`src/rtl/vram_pkg.sv`:
```
// vram_pkg: shared widths and CPU-side FSM encoding
// for the video-RAM port arbiter.
package vram_pkg;

    localparam int AW_DEF = 13;
    localparam int DW_DEF = 8;

    typedef enum logic [2:0] {
        CPU_IDLE = 3'd0,
        CPU_PEND = 3'd1,
        CPU_RD1  = 3'd2,
        CPU_RD2  = 3'd3,
        CPU_DONE = 3'd4
    } cpu_st_e;

endpackage

```
`src/rtl/vram_arbiter_if.sv`:
```
// vram_arbiter_if: display fetch, CPU handshake and RAM port bundle.
// slave = arbiter side, master = display/CPU/RAM environment side.
interface vram_arbiter_if
    import vram_pkg::*;
#(
    parameter int AW = AW_DEF,
    parameter int DW = DW_DEF
);

    logic          VID_RD;
    logic [AW-1:0] VID_DA;
    logic [DW-1:0] VID_DD;

    logic          CPU_REQ;
    logic          CPU_WE;
    logic [AW-1:0] CPU_A;
    logic [DW-1:0] CPU_DO;
    logic [DW-1:0] CPU_DI;
    logic          CPU_ACK;

    logic [AW-1:0] RAM_A;
    logic          RAM_WE;
    logic [DW-1:0] RAM_D;
    logic [DW-1:0] RAM_Q;

    modport slave (
        input  VID_RD, VID_DA, CPU_REQ, CPU_WE, CPU_A, CPU_DO, RAM_Q,
        output VID_DD, CPU_DI, CPU_ACK, RAM_A, RAM_WE, RAM_D
    );

    modport master (
        output VID_RD, VID_DA, CPU_REQ, CPU_WE, CPU_A, CPU_DO, RAM_Q,
        input  VID_DD, CPU_DI, CPU_ACK, RAM_A, RAM_WE, RAM_D
    );

endinterface

```
`src/rtl/vram_wbuf.sv`:
```
// vram_wbuf: one-entry posted CPU write buffer with
// address compare so reads of the pending address can be forwarded.
module vram_wbuf
    import vram_pkg::*;
#(
    parameter int AW = AW_DEF,
    parameter int DW = DW_DEF
) (
    input  logic          clk_i,
    input  logic          rst_i,
    input  logic          load_i,
    input  logic          drain_i,
    input  logic [AW-1:0] addr_i,
    input  logic [DW-1:0] data_i,
    output logic          full_o,
    output logic          hit_o,
    output logic [AW-1:0] addr_o,
    output logic [DW-1:0] data_o
);

    logic          full_q, full_d;
    logic [AW-1:0] a_q, a_d;
    logic [DW-1:0] d_q, d_d;

    always_comb begin
        full_d = full_q;
        a_d    = a_q;
        d_d    = d_q;
        if (load_i) begin
            full_d = 1'b1;
            a_d    = addr_i;
            d_d    = data_i;
        end else if (drain_i) begin
            full_d = 1'b0;
        end
    end

    always_ff @(posedge clk_i or posedge rst_i) begin
        if (rst_i) begin
            full_q <= 1'b0;
            a_q    <= '0;
            d_q    <= '0;
        end else begin
            full_q <= full_d;
            a_q    <= a_d;
            d_q    <= d_d;
        end
    end

    assign full_o = full_q;
    assign hit_o  = full_q && (a_q == addr_i);
    assign addr_o = a_q;
    assign data_o = d_q;

endmodule

```
`src/rtl/vram_arbiter.sv`:
```
// vram_arbiter: video fetches always own the RAM slot; CPU accesses fill idle slots.
// Define VRAM_WRITE_BUFFER_EN to add a one-entry posted write buffer (vram_wbuf).
module vram_arbiter
    import vram_pkg::*;
#(
    parameter int AW = AW_DEF,
    parameter int DW = DW_DEF
) (
    input logic           PIX_CLK,
    input logic           RESET,
    vram_arbiter_if.slave bus
);

    cpu_st_e       st_q, st_d;
    logic [AW-1:0] ca_q, ca_d;
    logic [DW-1:0] cd_q, cd_d;
    logic          cwe_q, cwe_d;
    logic [AW-1:0] ram_a_q, ram_a_d;
    logic          ram_we_q, ram_we_d;
    logic [DW-1:0] ram_d_q, ram_d_d;
    logic [1:0]    vld_q, vld_d;
    logic [DW-1:0] vid_dd_q, vid_dd_d;
    logic [DW-1:0] cpu_di_q, cpu_di_d;

    logic          wb_full, wb_hit, wb_load, wb_drain;
    logic [AW-1:0] wb_a;
    logic [DW-1:0] wb_d;
    logic          cpu_slot;

`ifdef VRAM_WRITE_BUFFER_EN
    localparam bit WBUF_EN = 1'b1;

    vram_wbuf #(.AW(AW), .DW(DW)) u_wbuf (
        .clk_i   (PIX_CLK),
        .rst_i   (RESET),
        .load_i  (wb_load),
        .drain_i (wb_drain),
        .addr_i  (ca_q),
        .data_i  (cd_q),
        .full_o  (wb_full),
        .hit_o   (wb_hit),
        .addr_o  (wb_a),
        .data_o  (wb_d)
    );
`else
    localparam bit WBUF_EN = 1'b0;

    logic unused_wb;
    assign unused_wb = wb_load | wb_drain;
    assign wb_full   = 1'b0;
    assign wb_hit    = 1'b0;
    assign wb_a      = '0;
    assign wb_d      = '0;
`endif

    // Buffered writes never need a RAM slot of their own from PEND.
    assign cpu_slot = (st_q == CPU_PEND) && !bus.VID_RD && !wb_full
                   && !(WBUF_EN && cwe_q);

    always_comb begin
        ram_a_d  = ram_a_q;
        ram_we_d = 1'b0;
        ram_d_d  = ram_d_q;
        vld_d    = {vld_q[0], 1'b0};
        vid_dd_d = vld_q[1] ? bus.RAM_Q : vid_dd_q;
        wb_drain = 1'b0;
        if (bus.VID_RD) begin
            ram_a_d  = bus.VID_DA;
            vld_d[0] = 1'b1;
        end else if (wb_full) begin
            ram_a_d  = wb_a;
            ram_we_d = 1'b1;
            ram_d_d  = wb_d;
            wb_drain = 1'b1;
        end else if (cpu_slot) begin
            ram_a_d  = ca_q;
            ram_we_d = cwe_q;
            if (cwe_q) ram_d_d = cd_q;
        end
    end

    always_comb begin
        st_d     = st_q;
        ca_d     = ca_q;
        cd_d     = cd_q;
        cwe_d    = cwe_q;
        cpu_di_d = cpu_di_q;
        wb_load  = 1'b0;
        unique case (st_q)
            CPU_IDLE: begin
                if (bus.CPU_REQ) begin
                    st_d  = CPU_PEND;
                    ca_d  = bus.CPU_A;
                    cd_d  = bus.CPU_DO;
                    cwe_d = bus.CPU_WE;
                end
            end
            CPU_PEND: begin
                if (WBUF_EN && cwe_q) begin
                    if (!wb_full) begin
                        wb_load = 1'b1;
                        st_d    = CPU_DONE;
                    end
                end else if (!cwe_q && wb_hit) begin
                    cpu_di_d = wb_d;
                    st_d     = CPU_DONE;
                end else if (cpu_slot) begin
                    st_d = cwe_q ? CPU_DONE : CPU_RD1;
                end
            end
            CPU_RD1: st_d = CPU_RD2;
            CPU_RD2: begin
                cpu_di_d = bus.RAM_Q;
                st_d     = CPU_DONE;
            end
            CPU_DONE: st_d = CPU_IDLE;
            default:  st_d = CPU_IDLE;
        endcase
    end

    always_ff @(posedge PIX_CLK or posedge RESET) begin
        if (RESET) begin
            st_q     <= CPU_IDLE;
            ca_q     <= '0;
            cd_q     <= '0;
            cwe_q    <= 1'b0;
            ram_a_q  <= '0;
            ram_we_q <= 1'b0;
            ram_d_q  <= '0;
            vld_q    <= '0;
            vid_dd_q <= '0;
            cpu_di_q <= '0;
        end else begin
            st_q     <= st_d;
            ca_q     <= ca_d;
            cd_q     <= cd_d;
            cwe_q    <= cwe_d;
            ram_a_q  <= ram_a_d;
            ram_we_q <= ram_we_d;
            ram_d_q  <= ram_d_d;
            vld_q    <= vld_d;
            vid_dd_q <= vid_dd_d;
            cpu_di_q <= cpu_di_d;
        end
    end

    assign bus.VID_DD  = vid_dd_q;
    assign bus.CPU_DI  = cpu_di_q;
    assign bus.CPU_ACK = (st_q == CPU_DONE);
    assign bus.RAM_A   = ram_a_q;
    assign bus.RAM_WE  = ram_we_q;
    assign bus.RAM_D   = ram_d_q;

endmodule

```
`src/flat_wrapper.sv`:
```
// flat-port wrapper written by rule: the top's interface ports become plain ports
module vram_arbiter_flat import vram_pkg::*;
#(
    parameter int AW = AW_DEF,
    parameter int DW = DW_DEF
)
  (PIX_CLK, RESET, bus_VID_RD, bus_VID_DA, bus_CPU_REQ, bus_CPU_WE, bus_CPU_A, bus_CPU_DO, bus_RAM_Q, bus_VID_DD, bus_CPU_DI, bus_CPU_ACK, bus_RAM_A, bus_RAM_WE, bus_RAM_D);
  vram_arbiter_if #(.AW(AW), .DW(DW)) bus_i ();
  input logic PIX_CLK;
  input logic RESET;
  input wire logic [$bits(bus_i.VID_RD)-1:0] bus_VID_RD;
  input wire logic [$bits(bus_i.VID_DA)-1:0] bus_VID_DA;
  input wire logic [$bits(bus_i.CPU_REQ)-1:0] bus_CPU_REQ;
  input wire logic [$bits(bus_i.CPU_WE)-1:0] bus_CPU_WE;
  input wire logic [$bits(bus_i.CPU_A)-1:0] bus_CPU_A;
  input wire logic [$bits(bus_i.CPU_DO)-1:0] bus_CPU_DO;
  input wire logic [$bits(bus_i.RAM_Q)-1:0] bus_RAM_Q;
  output wire logic [$bits(bus_i.VID_DD)-1:0] bus_VID_DD;
  output wire logic [$bits(bus_i.CPU_DI)-1:0] bus_CPU_DI;
  output wire logic [$bits(bus_i.CPU_ACK)-1:0] bus_CPU_ACK;
  output wire logic [$bits(bus_i.RAM_A)-1:0] bus_RAM_A;
  output wire logic [$bits(bus_i.RAM_WE)-1:0] bus_RAM_WE;
  output wire logic [$bits(bus_i.RAM_D)-1:0] bus_RAM_D;
  assign bus_i.VID_RD = bus_VID_RD;
  assign bus_i.VID_DA = bus_VID_DA;
  assign bus_i.CPU_REQ = bus_CPU_REQ;
  assign bus_i.CPU_WE = bus_CPU_WE;
  assign bus_i.CPU_A = bus_CPU_A;
  assign bus_i.CPU_DO = bus_CPU_DO;
  assign bus_i.RAM_Q = bus_RAM_Q;
  assign bus_VID_DD = bus_i.VID_DD;
  assign bus_CPU_DI = bus_i.CPU_DI;
  assign bus_CPU_ACK = bus_i.CPU_ACK;
  assign bus_RAM_A = bus_i.RAM_A;
  assign bus_RAM_WE = bus_i.RAM_WE;
  assign bus_RAM_D = bus_i.RAM_D;
  vram_arbiter #(.AW(AW), .DW(DW)) u_core (.PIX_CLK(PIX_CLK), .RESET(RESET), .bus(bus_i));
endmodule
```
`config.mk`:
```
export PLATFORM = sky130hd
export DESIGN_NAME = vram_arbiter_flat
export DESIGN_NICKNAME = d
export VERILOG_FILES = /design/src/rtl/vram_pkg.sv /design/src/rtl/vram_arbiter_if.sv /design/src/rtl/vram_wbuf.sv /design/src/rtl/vram_arbiter.sv /design/src/flat_wrapper.sv
export SDC_FILE = /design/constraint.sdc
export NUM_CORES = 1
export LEC_CHECK = 0
export ABC_CLOCK_PERIOD_IN_PS = 2000
export CAP_MARGIN = 25
export CELL_PAD_IN_SITES_DETAIL_PLACEMENT = 1
export CELL_PAD_IN_SITES_GLOBAL_PLACEMENT = 1
export CORE_ASPECT_RATIO = 1.25
export CORE_MARGIN = 8
export CORE_UTILIZATION = 30
export DETAILED_ROUTE_END_ITERATION = 7
export PLACE_DENSITY = 0.79
export SYNTH_ARGS = -nofsm -noshare
export SYNTH_HDL_FRONTEND = slang
export SYNTH_SLANG_ARGS = --single-unit
```
`constraint.sdc`:
```
create_clock -name PIX_CLK -period 2 [get_ports PIX_CLK]
set_input_delay 0.2 -clock PIX_CLK [delete_from_list [all_inputs] [get_ports PIX_CLK]]
set_output_delay 0.2 -clock PIX_CLK [all_outputs]
set_load 0.02 [all_outputs]
```
* Word-level counts from Yosys, hierarchy flattened
Index checks and enable logic that the tools add are counted.
** Storage, ports and cells
- Bits in registers :: 65
- Input bits :: 47
- Output and inout bits :: 39
- Word-level logic and storage cells :: 33
** Operators by class
- Equality and inequality tests :: 6
- Muxes and demuxes :: 9
- Bitwise gates (word level) :: 1
- Reductions and logical operators :: 7
** Operators with widths (number)
- two-way mux 13 bit :: 2
- case mux 3 bit (4 select lines) :: 1
- two-way mux 3 bit :: 3
- equality test 3 x 2 -> 1 bit, second input constant :: 2
- AND reduction 2 bit :: 2
- equality test 3 x 1 -> 1 bit, second input constant :: 1
- equality test 3 bit, second input constant :: 1
- logical NOT 3 bit :: 1
- two-way mux 1 bit :: 3
- AND reduction 3 bit :: 1
- != test 2 x 1 -> 1 bit, second input constant :: 1
- != test 2 bit, second input constant :: 1
- nonzero test 2 bit :: 1
- logical AND 1 bit :: 1
- logical NOT 1 bit :: 1
- inverter 1 bit :: 1

* Logic depth before layout (Yosys ltp)
- Word-level depth :: 4
- Mapped depth :: 5
- Mapped depth without buffers :: 3

* Worst setup path after synthesis
OpenSTA, ideal clock, no wires.
- Path type :: register to register
- Start :: register u_core.st_q[0]
- End :: register u_core.ca_q[10]
- Library setup time :: 0.125 ns
- Arrival :: 1.366 ns
- Required time :: 1.875 ns
- Path slack :: 0.510 ns
- Stages on the path, launching flop included :: 5
- Path buffers :: 2
- Clock period less this slack :: 1.490 ns
- Cell sequence :: dfrtp_1 > buf_6 > nor4b_4 > buf_6 > mux2_2
** On the way
- Longest elaborated chain between the ends :: 2
** RTL lines
- from (decl) :: RTL line vram_arbiter.sv:14 : cpu_st_e st_q, st_d;
- from (signal assigned) :: RTL line vram_arbiter.sv:134 : st_q <= st_d;
- logical NOT 3 bit :: RTL line vram_arbiter.sv:89 : unique case (st_q)
- AND reduction 2 bit (no line)
- to (signal assigned) :: RTL line vram_arbiter.sv:124 : ca_q <= '0;
- to (signal assigned) :: RTL line vram_arbiter.sv:135 : ca_q <= ca_d;
- to (decl) :: RTL line vram_arbiter.sv:15 : logic [AW-1:0] ca_q, ca_d;
Every way passes these cells.
A chain may end at the register's enable or synchronous reset.

* Worst setup path after layout
- Start :: register u_core.st_q[0]
- End :: output bus_CPU_ACK
** On the way
- Longest elaborated chain between the ends :: 1
** RTL lines
- equality test 3 bit :: RTL line vram_arbiter.sv:149 : assign bus.CPU_ACK = (st_q == CPU_DONE);
- to (decl) :: RTL line flat_wrapper.sv:20 : output wire logic [$bits(bus_i.CPU_ACK)-1:0] bus_CPU_ACK;
Every way passes these cells.

==> impl_metrics.yaml <==
job:
  cap_violations: 0
pwr:
  p_leak_nw: 1.58
  vdd_drop_max_mv: 0.667
  p_per_area_nw_per_um2: 1510
outcome:
  status: "completed"
yosys:
  synth_common_cells: "dfrtp_1, mux2_2, a21oi_1"
  yosysTopAreaCellShare_pct: 62.2
  synthTopCellsByArea: "dfrtp_1, mux2_2, a21oi_1"
  yosysWarnings: 0
  syn_inst: 190
  synth_area_um2: 2610
  synthFlopType: "dfrtp_1"
  yosysTopAreaCell: "dfrtp_1"
  ys_ff_latch: 65
  postSynthAreaPerCell_um2: 13.8
  ys_seq_area_share_pct: 62.2
  ys_types: 21
  syn_nets: 237
  synth_edf_count: 0
  synth_most_common_cell: "dfrtp_1"
  synthArstFlopShare_pct: 100
route:
  drt_iter0_markers: 26
  ant_nets: 0
  first_pass_iters: 3
  via_per_inst: 4.63
  vias: 1786
  routedWlPerCell_um: 16.6
  routed_wl_um: 6420
  drc: 0
final_layout:
  fin_util_pct: 44.4
  insertedDiodeCount: 0
  drive_gt1_share_pct: 25.9
  design_area_um2: 3800
  syn_to_final_growth_pct: 45.3
  nets: 328
cts:
  cts_sinks: 65
  clock_latency_ns: 0.33
  hold_buffers: 0
  cts_root_buffer: "clkbuf_8"
  clk_path_buf_depth: 2
  cts_inserted_buffers: 9
  clkTransAtPathRegs_ns: 0.08
  ctsHtreeMaxLevel: 3
  cts_tree: "built"
setup_path:
  regToRegStartpoint: "u_core.st_q[0]"
  crit_start: "u_core.st_q[0]"
  cp.arrival_ns: 1.71
  required_ns: 1.80
  critPathLaunchType: "flop"
  critPathBufInv: 1
  path_cells: "nor3b_1 > clkdlybuf4s50_1"
  critical-path-slowest-cell: "clkdlybuf4s50_1"
  crit_type: "reg -> out"
  endpoint_kind: "primary output"
  crit_fanout: 9
  cp_top_family: "buffers and inverters"
  critPathMaxStageDelay_ns: 0.65
timing:
  finalMaxSlewViolations: 0
  setup_slack_ns: 0.0881
  setup-tns-final_ns: 0
  max-slew-margin-rel_pct: 75.4
  setup_viol: 0
  fin_crit_ns: 1.91
  hold_violations: 0
  fin_crit_sh_pct: 95.6
  fin_skew_ns: 0.00877
  rsz0062_at_grt: "no"
  fmax_mhz: 523
  worstMarginPinSlew_ns: 0.370
floorplan:
  die_h_um: 120
  rows: 38
  core_area_um2: 8560
  start_util_pct: 30.5
  fp.dieArea_um2: 12000
  io-pin-count: 86
  die_w_um: 99.5
global_route:
  grt_max_degree: 66
  overflow: 0
  grt_usage_pct: 11.5
  grt_pass1_wl_um: 10600
  grt_pass1_vias: 2064
  antenna_found_initial: 0
placement:
  io_buffers: 85
  dp_slack_ns: 0.298
  gp_congestion: 0.660
  dp_hpwl_um: 4750
  place_area_um2: 3570
worst_hold_path:
  min_path_type: "in -> async"
==> logic make-up after synthesis <==
family                 synth area share [%]
AO/OA/AOI/OAI                          5.27
buffers and inverters                  2.97
flip-flops                             62.2
multiplexers                           20.2
AND/OR/NAND/NOR                        9.33
==> layer usage <==
metal / GRT usage (%) / up-vias / part of all wire (%)
met2: 19.9 / 53 / 52
met5: 0 / - / 0
met4: 4.84 / 0 / 1.3
met3: 3.91 / 8 / 5.3
li1: - / 834 / -
met1: 12.4 / 891 / 41
==> metrics by stage <==
step	hold slack, ns	instances	power (mW)
final	0.261	386	5.74
after global routing	0.296	386	6.14
after CTS	0.255	386	5.87
after detailed placement	0.336	370	4.59
after global placement	0.331	370	4.49
after floorplan	0.231	190	3.61
==> final timing paths <==
check | end | slack, ns | cells after the start
setup reg to reg | u_core.cd_q[4] | 0.42 | 3
max in group asynchronous | u_core.bus.RAM_A[10] | 1.46 | 3
hold / removal | u_core.bus.CPU_DI[7] | 0.26 | 3
setup / recovery | bus_CPU_ACK | 0.09 | 2
min in group PIX_CLK | u_core.vld_q[1] | 0.35 | 0
hold reg to reg | u_core.vld_q[1] | 0.35 | 0
==> worst register-to-register path, cell delays in order, from the launching register on <==
cell and delay (ns):
dfrtp_1 0.50, nor4b_4 0.35, buf_4 0.26, mux2_2 0.36
==> registers in the layout, indices dropped and copies added, names as in the netlist <==
signal             count
u_core.bus.RAM_A      13
u_core.cd_q            8
u_core.bus.CPU_DI      8
u_core.bus.RAM_D       8
u_core.ca_q           13
u_core.vld_q           2
u_core.bus.VID_DD      8
u_core.cwe_q           1
u_core.bus.RAM_WE      1
u_core.st_q            3
==> area by class of cell <==
type | instances | area, µm²
inverters | 2 | 7.51
clock buffers | 9 | 124
repair buffers | 90 | 901
well taps | 100 | 125
flip-flops and latches | 65 | 1630
multi-input cells | 113 | 910
fillers | 913 | 4760
clock inverters | 7 | 101
==> power breakdown <==
part	leakage [nW]	switching (mW)	internal, mW	total (mW)
Sequential	0.762	0.348	1.87	2.22
Combinational	0.710	1.05	1.23	2.28
Clock	0.107	0.530	0.714	1.24
==> what timing repair did <==
item / CTS / global route
resized for setup: 0 / 2
buffers inserted: 0 / 0
endpoints found under the setup margin: 0 / 1
==> cells in the final DEF, fill, tap and decap left out <==
cell / synthesis / routed
mux2i_1: 1 / 1
a211oi_1: 1 / 1
nor3b_4: 1 / 1
inv_2: 0 / 1
nor2_1: 2 / 2
dfrtp_2: 0 / 2
nor3b_1: 2 / 2
nand2b_1: 1 / 1
nor3_1: 2 / 2
inv_1: 2 / 1
clkinvlp_4: 0 / 2
buf_12: 0 / 1
mux2_2: 45 / 45
nor2b_1: 14 / 14
inv_6: 0 / 3
buf_4: 0 / 4
a21oi_1: 26 / 26
nand2_2: 1 / 1
mux2_1: 1 / 1
or3b_2: 1 / 1
clkdlybuf4s50_1: 0 / 85
clkbuf_8: 0 / 9
bufinv_16: 0 / 2
dfrtp_1: 65 / 63
nand2_1: 13 / 13
nand3b_2: 1 / 1
nor4b_4: 1 / 1
Note: power is estimated with default switching activity, not from simulation.
